--- src/rtl/mul_booth_seq.sv ---
// Iterative radix-4 Booth multiplier with start/done handshake and flush.
// One Booth digit is retired per cycle; signed or unsigned mode is chosen per operation.
module mul_booth_seq #(
    parameter int WIDTH = 32
) (
    input  logic                 clk,
    input  logic                 rst,
    input  logic                 flush,
    input  logic                 start,
    input  logic                 signed_op,
    input  logic [WIDTH-1:0]     a,
    input  logic [WIDTH-1:0]     b,
    output logic                 busy,
    output logic                 done,
    output logic [2*WIDTH-1:0]   z
);

    localparam int EW   = WIDTH + 2;
    localparam int HW   = WIDTH + 3;
    localparam int ITER = WIDTH / 2 + 1;
    localparam int CW   = $clog2(ITER + 1);

    typedef enum logic [1:0] {IDLE, RUN, DONE} state_t;

    state_t                state, state_next;
    logic [CW-1:0]         cnt;
    logic signed [EW-1:0]  mcand;
    logic signed [HW-1:0]  hi;
    logic [EW-1:0]         lo;
    logic                  prev;

    logic                  load, step, last, finish;
    logic signed [HW-1:0]  sum, hi_next;
    logic [EW-1:0]         lo_next;
    logic [2*WIDTH-1:0]    product;

    function automatic logic signed [EW-1:0] ext(input logic [WIDTH-1:0] x, input logic s);
        return {{2{s & x[WIDTH-1]}}, x};
    endfunction

    // Partial product for one Booth window {b[2i+1], b[2i], b[2i-1]}.
    function automatic logic signed [HW-1:0] booth_pp(input logic [2:0] win,
                                                      input logic signed [EW-1:0] m);
        logic signed [HW-1:0] m1, m2;
        m1 = {m[EW-1], m};
        m2 = {m, 1'b0};
        case (win)
            3'b001, 3'b010: return m1;
            3'b011:         return m2;
            3'b100:         return -m2;
            3'b101, 3'b110: return -m1;
            default:        return '0;
        endcase
    endfunction

    always_comb begin
        sum     = hi + booth_pp({lo[1:0], prev}, mcand);
        hi_next = sum >>> 2;
        lo_next = {sum[1:0], lo[EW-1:2]};
        product = {hi_next[WIDTH-3:0], lo_next};
    end

    always_comb begin
        state_next = state;
        load       = 1'b0;
        step       = 1'b0;
        finish     = 1'b0;
        last       = (cnt == CW'(ITER - 1));
        case (state)
            IDLE: if (start) begin
                load       = 1'b1;
                state_next = RUN;
            end
            RUN: begin
                step = 1'b1;
                if (last) begin
                    state_next = DONE;
                    finish     = 1'b1;
                end
            end
            DONE:    state_next = IDLE;
            default: state_next = IDLE;
        endcase
        // Cancellation wins over everything but reset and keeps z untouched.
        if (flush) begin
            state_next = IDLE;
            load       = 1'b0;
            step       = 1'b0;
            finish     = 1'b0;
        end
    end

    always_ff @(posedge clk) begin
        if (rst) begin
            state <= IDLE;
            cnt   <= '0;
            busy  <= 1'b0;
            done  <= 1'b0;
            z     <= '0;
        end else begin
            state <= state_next;
            busy  <= (state_next != IDLE);
            done  <= (state_next == DONE);
            if (load)
                cnt <= '0;
            else if (step)
                cnt <= cnt + 1'b1;
            if (finish)
                z <= product;
        end
    end

    // Datapath registers carry no reset; they are reloaded on every accepted start.
    always_ff @(posedge clk) begin
        if (load) begin
            mcand <= ext(a, signed_op);
            hi    <= '0;
            lo    <= ext(b, signed_op);
            prev  <= 1'b0;
        end else if (step) begin
            hi    <= hi_next;
            lo    <= lo_next;
            prev  <= lo[1];
        end
    end

endmodule
--- config.mk ---
export PLATFORM = sky130hd
export DESIGN_NAME = mul_booth_seq
export DESIGN_NICKNAME = d
export VERILOG_FILES = /design/src/rtl/mul_booth_seq.sv
export SDC_FILE = /design/constraint.sdc
export NUM_CORES = 1
export LEC_CHECK = 0
export CORE_MARGIN = 4
export CORE_UTILIZATION = 45
export DETAILED_ROUTE_END_ITERATION = 10
export MAX_ROUTING_LAYER = met4
export PLACE_DENSITY = 0.64
export REMOVE_ABC_BUFFERS = 1
export SLEW_MARGIN = 20
export SYNTH_ARGS = -nofsm -noshare
export SYNTH_HDL_FRONTEND = slang
export SYNTH_SLANG_ARGS = --single-unit
--- constraint.sdc ---
create_clock -name clk -period 7.5 [get_ports clk]
set_input_delay 1.5 -clock clk [delete_from_list [all_inputs] [get_ports clk]]
set_output_delay 1.5 -clock clk [all_outputs]
set_load 0.05 [all_outputs]
==> results of run 1 <==
-- through the flow --
stage / setup WS [ns] / instances
CTS: 2.414 / 1523
finish: 2.284 / 1523
detailed placement: 2.467 / 1491
floorplan: 1.483 / 1069
global placement: 2.478 / 1491
global route: 2.023 / 1523
-- power groups by stage --
stage / Sequential (mW) / Clock (mW) / Combinational (mW)
2_1_floorplan: 1.11 / 0 / 0.465
3_3_place_gp: 1.11 / 0 / 0.658
3_5_place_dp: 1.11 / 0 / 0.658
4_1_cts: 1.09 / 0.960 / 0.662
5_1_grt: 1.10 / 1.00 / 0.733
6_report: 1.09 / 0.940 / 0.665
-- Yosys cell counts, drive strengths merged, types with 17 or more instances --
| cell | n |
|---|---|
| clkbuf | 62 |
| a221oi | 22 |
| nand2 | 289 |
| nor3 | 20 |
| o21ai | 35 |
| edfxtp | 67 |
| a21o | 20 |
| xor2 | 29 |
| a22o | 32 |
| xnor2 | 56 |
| a21oi | 110 |
| dfxtp | 107 |
| nor2 | 48 |
| a31oi | 17 |
| nand3 | 17 |
| ha | 37 |
| inv | 21 |
-- flip-flops by register name (all words and copies together) (netlist names) --
| register | flops |
|---|---|
| hi | 33 |
| mcand | 33 |
| done | 1 |
| lo | 34 |
| prev | 1 |
| state | 2 |
| busy | 1 |
| cnt | 5 |
| z | 64 |
-- tightest hold or removal path, stage by stage (launching register included) --
cell	delay (ns)
dfxtp_1	0.31
nand2_1	0.05
a21oi_1	0.05
-- cell families after synthesis --
kind of cell | Yosys count | share of synthesized area
multiplexers | 7 | 0.007174
AND/OR/NAND/NOR | 441 | 0.1959
buffers and inverters | 93 | 0.03587
flip-flops | 174 | 0.4253
XOR/XNOR | 85 | 0.07622
AO/OA/AOI/OAI | 302 | 0.2101
adder cells (fa/ha/maj) | 38 | 0.04945
-- routing by layer --
| metal | up-vias | global-route usage | routed length (µm) |
|---|---|---|---|
| li1 | 4258 | - | - |
| met1 | 3996 | 0.2789 | 11790 |
| met2 | 214 | 0.3520 | 12270 |
| met3 | 30 | 0.04506 | 1306 |
| met4 | 0 | 0.05711 | 527 |
| met5 | - | - | 0 |
-- worst paths after layout --
kind / from / to / slack [ns] / cells after the start
worst max register to register: prev / hi[32] / 2.28 / 15
worst max-delay path: prev / hi[32] / 2.28 / 15
worst min register to register: z[57] / z[57] / 0.45 / 2
worst min-delay path: z[57] / z[57] / 0.45 / 2
-- layout make-up --
| class | instances | area share |
|---|---|---|
| inverters | 22 | 0.006923 |
| flip-flops and latches | 174 | 0.3483 |
| well taps | 275 | 0.02885 |
| clock buffers | 17 | 0.03567 |
| multi-input cells | 873 | 0.4421 |
| clock inverters | 15 | 0.01794 |
| repair buffers | 147 | 0.1202 |
==> run summary, run 1 <==
Top FF cell, synth - dfxtp_1
area leader, netlist - dfxtp_1
Crit Path Max Fanout - 22
final hold violation count - 0
DR DRC count - 0
Pins Over Slew Limit - 0
switching share of power - 0.3301
most common cell after layout, fill and taps aside - nand2_1
multi-input logic area - 5274 µm²
worst hold path type - reg -> reg
Wirelength per Cell - 17.00 µm
post-route antenna net violation count - 0
GR Overflow Total - 0
1st-pass router iterations - 5
final WL - 25.89 mm
async set-reset flop share out of synthesis - 0
register area share after synthesis - 0.4253
Post-CTS Setup Bufs - 0
Slew headroom - 0.2955
layout cells sized above 1 - 0.05288
Crit path largest cell delay - 0.83 ns
CTS sink cnt - 174
H-tree levels - 4
worst path cell trace - clkinv_1 > nand2_1 > o21ai_0 > a22oi_1 > o21ai_0 > ha_1 > a21oi_1 > o221ai_1 > a21boi_0 > o32ai_1 > o31ai_4 > a31oi_1 > or4b_1 > a21oi_1 > nand2b_1
die height - 155.3 µm
total power - 2.694 mW
worst hold slack - 0.4548 ns
Port Buf Inserts - 134
Reg clk slew, reported paths - 0.08 ns
I/O pin cnt - 135
Die ar. - 24130 µm²
final number of setup-violating endpoints - 0
Post-Syn Area - 9767 µm²
number of synthesized flops with an enable pin - 67
actual slew at the worst max-slew pin - 1.053 ns
Comb power frac - 0.247
Int Power - 1.804 mW
clock buffer depth - 2
status - finished, final reports clean
routability cong. - 0.9163
root buf cell - clkbuf_16
Post-DP HPWL - 17.94 mm
Iteration-0 DRC Markers - 578
Slowest-stage cell, CP - dfxtp_1
Core ar. - 21150 µm²
Worst setup EP type - flop
Nets - 1342
synth unique cells - 69
CP arrival - 5.59 ns
Critical Path RT - 7.88 ns
FP Rows - 53
total CTS buffers - 17
vias in the first global route - 8184
Hold-fix buffers, CTS - 0
Crit path max-delay family - compound AO/OA/AOI/OAI gates
Max Freq - 191.7 MHz
Tot GR Track Use - 0.2173
VDD IR max - 0.1496 mV
clock tree from TritonCTS - built
CP bufs+invs - 1
ANT cells - 0
# fillers - 1914
Syn Inst Count - 1140
Synth warnings - 0
Max Cap Viol - 0
RSZ-0062 raised after global routing - false
Vias - 8498
Tmin final - 5.216 ns
setup TNS - 0 ns
final instance area - 11930 µm²
Area growth, synth to finish - 22.12%
Static Leak - 4.517 nW
Final period util - 0.6954
Vias/cell - 5.580
post-layout util - 0.5638
Clock power frac - 0.349
part of the power in registers - 0.404
global-route wire length before repair - 41.61 mm
clk_lat worst skew - 0.44 ns
switching pwr - 0.8893 mW
Synth area leaders - dfxtp_1 22%, edfxtp_1 21%, nand2_1 11%, a21oi_1 5.5%, xnor2_1 5.0%
Worst Path Class, Setup - reg -> reg
pin count of the biggest net entering global routing - 72
flops & latches, synth - 174
Storage cell area - 4154 µm²
placed cell areas - 11290 µm²
most frequent cells in the layout - 288 x nand2_1, 133 x clkdlybuf4s50_1, 107 x a21oi_1, 107 x dfxtp_1, 67 x edfxtp_1
Power Dens Cells - 225.8 nW/µm²
Die X-Extent - 155.3 µm
initial core utilization - 0.4617
Startpoint Class - flop
average cell area after synthesis - 8.567 µm²
initial antenna violation count - 0
skew final - 0.01756 ns
post-CTS sizing - 0
post-synth top area share - 0.2193
Power figures use the tool's default switching activity.
==> inputs of run 2 (changes only) <==
- clock period: 7.5 -> 5 ns (I/O delays scaled with it)
==> run summary, run 2 (synthesis gave the netlist of run 1 again) <==
VDD IR max - 0.2590 mV
initial core utilization - 0.4617
Pins Over Slew Limit - 0
total CTS buffers - 17
placed cell count - 1529
Max Freq - 210.2 MHz
final number of setup-violating endpoints - 0
CP arrival - 5.13 ns
Die X-Extent - 155.3 µm
Core ar. - 21150 µm²
FP Rows - 53
Tmin final - 4.758 ns
layout cells sized above 1 - 0.1005
DR DRC count - 0
Worst Path Class, Setup - reg -> reg
CTS sink cnt - 174
pin count of the biggest net entering global routing - 72
min-delay src - z[62]
clock tree from TritonCTS - built
Wirelength per Cell - 16.81 µm
GR Overflow Total - 0
Post-DP HPWL - 18.63 mm
Reg clk slew, reported paths - 0.07 ns
total power - 4.030 mW
Slew headroom - 0.4328
Crit Path Max Fanout - 4
most common cell after layout, fill and taps aside - nand2_1
final std cells w/o fill - 1570
Startpoint Class - flop
Hold-fix buffers, CTS - 0
skew final - 0.01456 ns
Worst setup EP type - flop
Area growth, synth to finish - 26.26%
clk_lat worst skew - 0.43 ns
Port Buf Inserts - 134
initial antenna violation count - 1
top flop regs - z x64, lo x34
critical path startpoint - mcand[0]
final WL - 26.39 mm
most frequent cells in the layout - 287 x nand2_1, 133 x clkdlybuf4s50_1, 107 x a21oi_1, 107 x dfxtp_1, 67 x edfxtp_1
Largest register FFs - 64
Power Dens Cells - 326.8 nW/µm²
H-tree levels - 4
global-route wire length before repair - 42.42 mm
R2R Path Start - mcand[0]
final hold violation count - 0
Die ar. - 24130 µm²
Tot GR Track Use - 0.2209
root buf cell - clkbuf_16
Iteration-0 DRC Markers - 566
Vias - 8704
die height - 155.3 µm
actual slew at the worst max-slew pin - 0.8508 ns
status - finished, final reports clean
vias in the first global route - 8429
Max Cap Viol - 0
Final period util - 0.9517
fin worst setup slack - 0.2415 ns
clock buffer depth - 2
worst hold path type - reg -> reg
Critical Path RT - 5.37 ns
post-route antenna net violation count - 0
Vias/cell - 5.544
Nets - 1388
1st-pass router iterations - 5
I/O pin cnt - 135
Static Leak - 4.744 nW
routability cong. - 0.9213
DP Worst Slack - 0.05581 ns
Largest Register - z
[run 2: cell types whose count changed in the layout (fill, tap and decap cells not counted), moves of 2 or more]
| cell | change |
|---|---|
| clkinv_8 | -3 |
| ha_2 | +3 |
| inv_8 | +3 |
| ha_1 | -3 |
| or3_4 | +2 |
| buf_4 | +46 |
| nor4_1 | -3 |
| or3_1 | -2 |
| nor3_1 | -4 |
| nor3_2 | +4 |
| nor4_2 | +3 |
[run 2: repair_timing]
action / CTS / global route
gates resized for setup: 0 / 24
buffers inserted: 0 / 8
endpoints found under the setup margin: 0 / 28
[run 2: worst max-delay path, stage by stage, from the launching register on]
cell and delay [ns]:
edfxtp_1 0.44, inv_2 0.10, ha_2 0.20, nor3b_4 0.27, nand2_2 0.11, or3_4 0.35
or3_4 0.36, nand2_1 0.09, xnor2_1 0.07, a221oi_1 0.29, a31oi_1 0.08, ha_1 0.35
and4_1 0.25, and3_2 0.27, a31oi_4 0.17, a21oi_2 0.10, o31ai_4 0.26, a31oi_1 0.14
or4b_1 0.56, a21oi_1 0.15, nand2b_1 0.10
[run 2: cell type report]
class / instances / area, µm²
diodes: 1 / 2.502
clock buffers: 17 / 425.4
clock inverters: 15 / 166.4
fillers: 1933 / 8822
inverters: 22 / 82.58
multi-input cells: 873 / 5378
flip-flops and latches: 174 / 4154
well taps: 275 / 344.1
repair buffers: 193 / 1779
[run 2: worst paths after layout]
kind	endpoint	cells past startpoint	slack, ns
setup / recovery	hi[32]	20	0.24
hold reg to reg	z[62]	2	0.45
hold / removal	z[62]	2	0.45
setup reg to reg	hi[32]	20	0.24
[run 2: report_power, final]
| part | total (mW) | switching [mW] | leakage, nW | internal (mW) |
|---|---|---|---|---|
| clock | 1.32 | 0.649 | 0.291 | 0.676 |
| sequential | 1.63 | 0.0644 | 1.50 | 1.57 |
| combinational | 1.08 | 0.613 | 2.96 | 0.462 |
[run 2: per-stage QoR]
step | utilization | hold WS (ns) | setup TNS [ns] | area, µm²
after floorplan | - | 0.4563 | -19.49 | 9499
after CTS | 0.5751 | 0.4558 | 0 | 12170
after detailed placement | 0.5471 | 0.4457 | 0 | 11570
after global routing | 0.5830 | 0.4695 | -0.06397 | 12330
after global placement | 0.5471 | 0.4392 | 0 | 11570
final | 0.5830 | 0.4526 | 0 | 12330
[run 2: routing by layer]
| metal | vias to the layer above | part of all wire | wire (µm) | track usage |
|---|---|---|---|---|
| met5 | - | 0 | 0 | - |
| met4 | 0 | 0.017 | 461 | 0.06294 |
| met3 | 30 | 0.051 | 1347 | 0.03616 |
| met2 | 199 | 0.48 | 12640 | 0.3548 |
| met1 | 4117 | 0.45 | 11940 | 0.2902 |
| li1 | 4358 | - | - | - |
==> inputs of run 3 (changes only) <==
- clock period: 5 -> 4.8 ns (I/O delays scaled with it)
==> run summary, run 3 (synthesis gave the netlist of run 1 again) <==
part of the power in registers - 0.396
clock buffer depth - 2
total power - 4.286 mW
worst hold slack - 0.4529 ns
total CTS buffers - 17
Tot GR Track Use - 0.2268
R2R Path Start - mcand[0]
final number of setup-violating endpoints - 0
Crit path largest cell delay - 0.56 ns
most frequent cells in the layout - 288 x nand2_1, 133 x clkdlybuf4s50_1, 107 x dfxtp_1
Worst Path Class, Setup - reg -> reg
1st-pass router iterations - 5
clk_lat worst skew - 0.44 ns
Int Power - 2.857 mW
Hold-fix buffers, CTS - 0
Static Leak - 4.812 nW
placed cell areas - 11710 µm²
vias in the first global route - 8563
Port Buf Inserts - 134
Largest Register - z
VDD IR max - 0.2353 mV
initial antenna violation count - 1
Wirelength per Cell - 16.78 µm
initial core utilization - 0.4617
reg2reg end - hi[32]
Comb power frac - 0.269
layout cells sized above 1 - 0.1157
Pins Over Slew Limit - 0
r2r setup slk - 0.20 ns
reg2reg path depth - 20
Tmin final - 4.599 ns
Max Freq - 217.4 MHz
switching pwr - 1.428 mW
Iteration-0 DRC Markers - 563
clock tree from TritonCTS - built
# fillers - 1919
CTS sink cnt - 174
Die X-Extent - 155.3 µm
final instance area - 12490 µm²
routability cong. - 0.9234
DR DRC count - 0
CP arrival - 4.97 ns
Max Cap Viol - 0
post-route antenna net violation count - 0
Reg clk slew, reported paths - 0.08 ns
FP Rows - 53
Slowest-stage cell, CP - or4b_4
Area growth, synth to finish - 27.88%
pin count of the biggest net entering global routing - 72
post-layout util - 0.5904
most common cell after layout, fill and taps aside - nand2_1
CP bufs+invs - 1
switching share of power - 0.3333
final hold violation count - 0
Largest register FFs - 64
worst hold path type - reg -> reg
I/O pin cnt - 135
Power Dens Cells - 343.1 nW/µm²
Crit path max-delay family - simple AND/OR/NAND/NOR gates
Crit Path Max Fanout - 4
Vias - 8714
Slew headroom - 0.2993
global-route wire length before repair - 43.42 mm
top flop regs - z x64, lo x34
worst path cell trace - inv_2 > ha_2 > nor3b_2 > nand2_1 > or3_1 > or3_4 > nand2_1 > xnor2_1 > a221oi_1 > a31oi_1 > ha_1 > and4_1 > and3_2 > a31oi_4 > a21oi_2 > o31ai_4 > a31oi_2 > or4b_4 > a21oi_2 > nand2b_1
Worst setup EP type - flop
Die ar. - 24130 µm²
final WL - 26.53 mm
actual slew at the worst max-slew pin - 1.051 ns
Worst Hold Path Cells - 2
Nets - 1399
H-tree levels - 4
Final period util - 0.9582
Core ar. - 21150 µm²
skew final - 0.02087 ns
Post-DP HPWL - 19.03 mm
Startpoint Class - flop
status - finished, final reports clean
Critical Path RT - 5.17 ns
Clock power frac - 0.335
Hold Path Sink - z[53]
die height - 155.3 µm
min-delay src - z[53]
Vias/cell - 5.512
GR Overflow Total - 0
root buf cell - clkbuf_16
-- run 3: changes by cell type in the layout (fill, tap and decap cells not counted), sizes merged --
cell,change
clkinv,+2
inv,-2
buf,+11
-- run 3: cell type report --
cell class | count | area (µm²) | share of cell area
Multi-Input combinational cell | 873 | 5403 | 0.4326
Sequential cell | 174 | 4154 | 0.3326
Timing Repair Buffer | 204 | 1874 | 0.1501
Clock buffer | 17 | 425.4 | 0.03406
Tap cell | 275 | 344.1 | 0.02755
Clock inverter | 15 | 203.9 | 0.01633
Inverter | 22 | 82.58 | 0.006612
Antenna cell | 1 | 2.502 | 0.0002004
-- run 3: through the flow --
stage / worst slack, ns / TNS [ns] / instances
2_1_floorplan: -0.6770 / -29.69 / 1069
3_3_place_gp: 0.1281 / 0 / 1546
3_5_place_dp: 0.02641 / 0 / 1546
4_1_cts: 0.03029 / 0 / 1578
5_1_grt: -0.05006 / -0.08984 / 1581
6_report: 0.2006 / 0 / 1581
-- run 3: how the worst max path moves through the flow --
stage	start	endpoint	slack, ns	depth (start not counted)
after global routing	mcand[0]	hi[32]	-0.05	20
after global placement	mcand[16]	hi[32]	0.13	17
after floorplan	start	lo[0]	-0.68	4
final	mcand[0]	hi[32]	0.20	20
after detailed placement	mcand[17]	hi[32]	0.03	17
after CTS	mcand[17]	hi[32]	0.03	17
-- run 3: per-layer routing --
| metal | global-route usage | share of wire | vias up |
|---|---|---|---|
| met5 | - | 0 | - |
| met4 | 0.06628 | 0.020 | 0 |
| met3 | 0.04006 | 0.050 | 33 |
| met2 | 0.3639 | 0.48 | 208 |
| met1 | 0.2955 | 0.45 | 4084 |
| li1 | - | - | 4389 |
-- run 3: power groups by stage --
stage	combinational (mW)	clock [mW]	sequential, mW
after global routing	1.27	1.52	1.71
after floorplan	0.726	0	1.73
final	1.15	1.43	1.70
after global placement	1.12	0	1.73
after CTS	1.13	1.48	1.70
after detailed placement	1.12	0	1.73
-- run 3: worst register-to-register path: stages (launching register included) --
cell      delay (ns)
edfxtp_1        0.41
inv_2           0.09
ha_2            0.19
nor3b_2         0.18
nand2_1         0.09
or3_1           0.33
or3_4           0.37
nand2_1         0.10
xnor2_1         0.08
a221oi_1        0.29
a31oi_1         0.07
ha_1            0.35
and4_1          0.24
and3_2          0.27
a31oi_4         0.16
a21oi_2         0.10
o31ai_4         0.26
a31oi_2         0.15
or4b_4          0.56
a21oi_2         0.14
nand2b_1        0.10
-- run 3: repair_timing --
item | CTS | global route
pin swaps | 0 | 3
endpoints found under the setup margin | 1 | 25
buffers inserted | 0 | 2
gates resized for setup | 1 | 34
endpoints found under the hold margin | 0 | 0
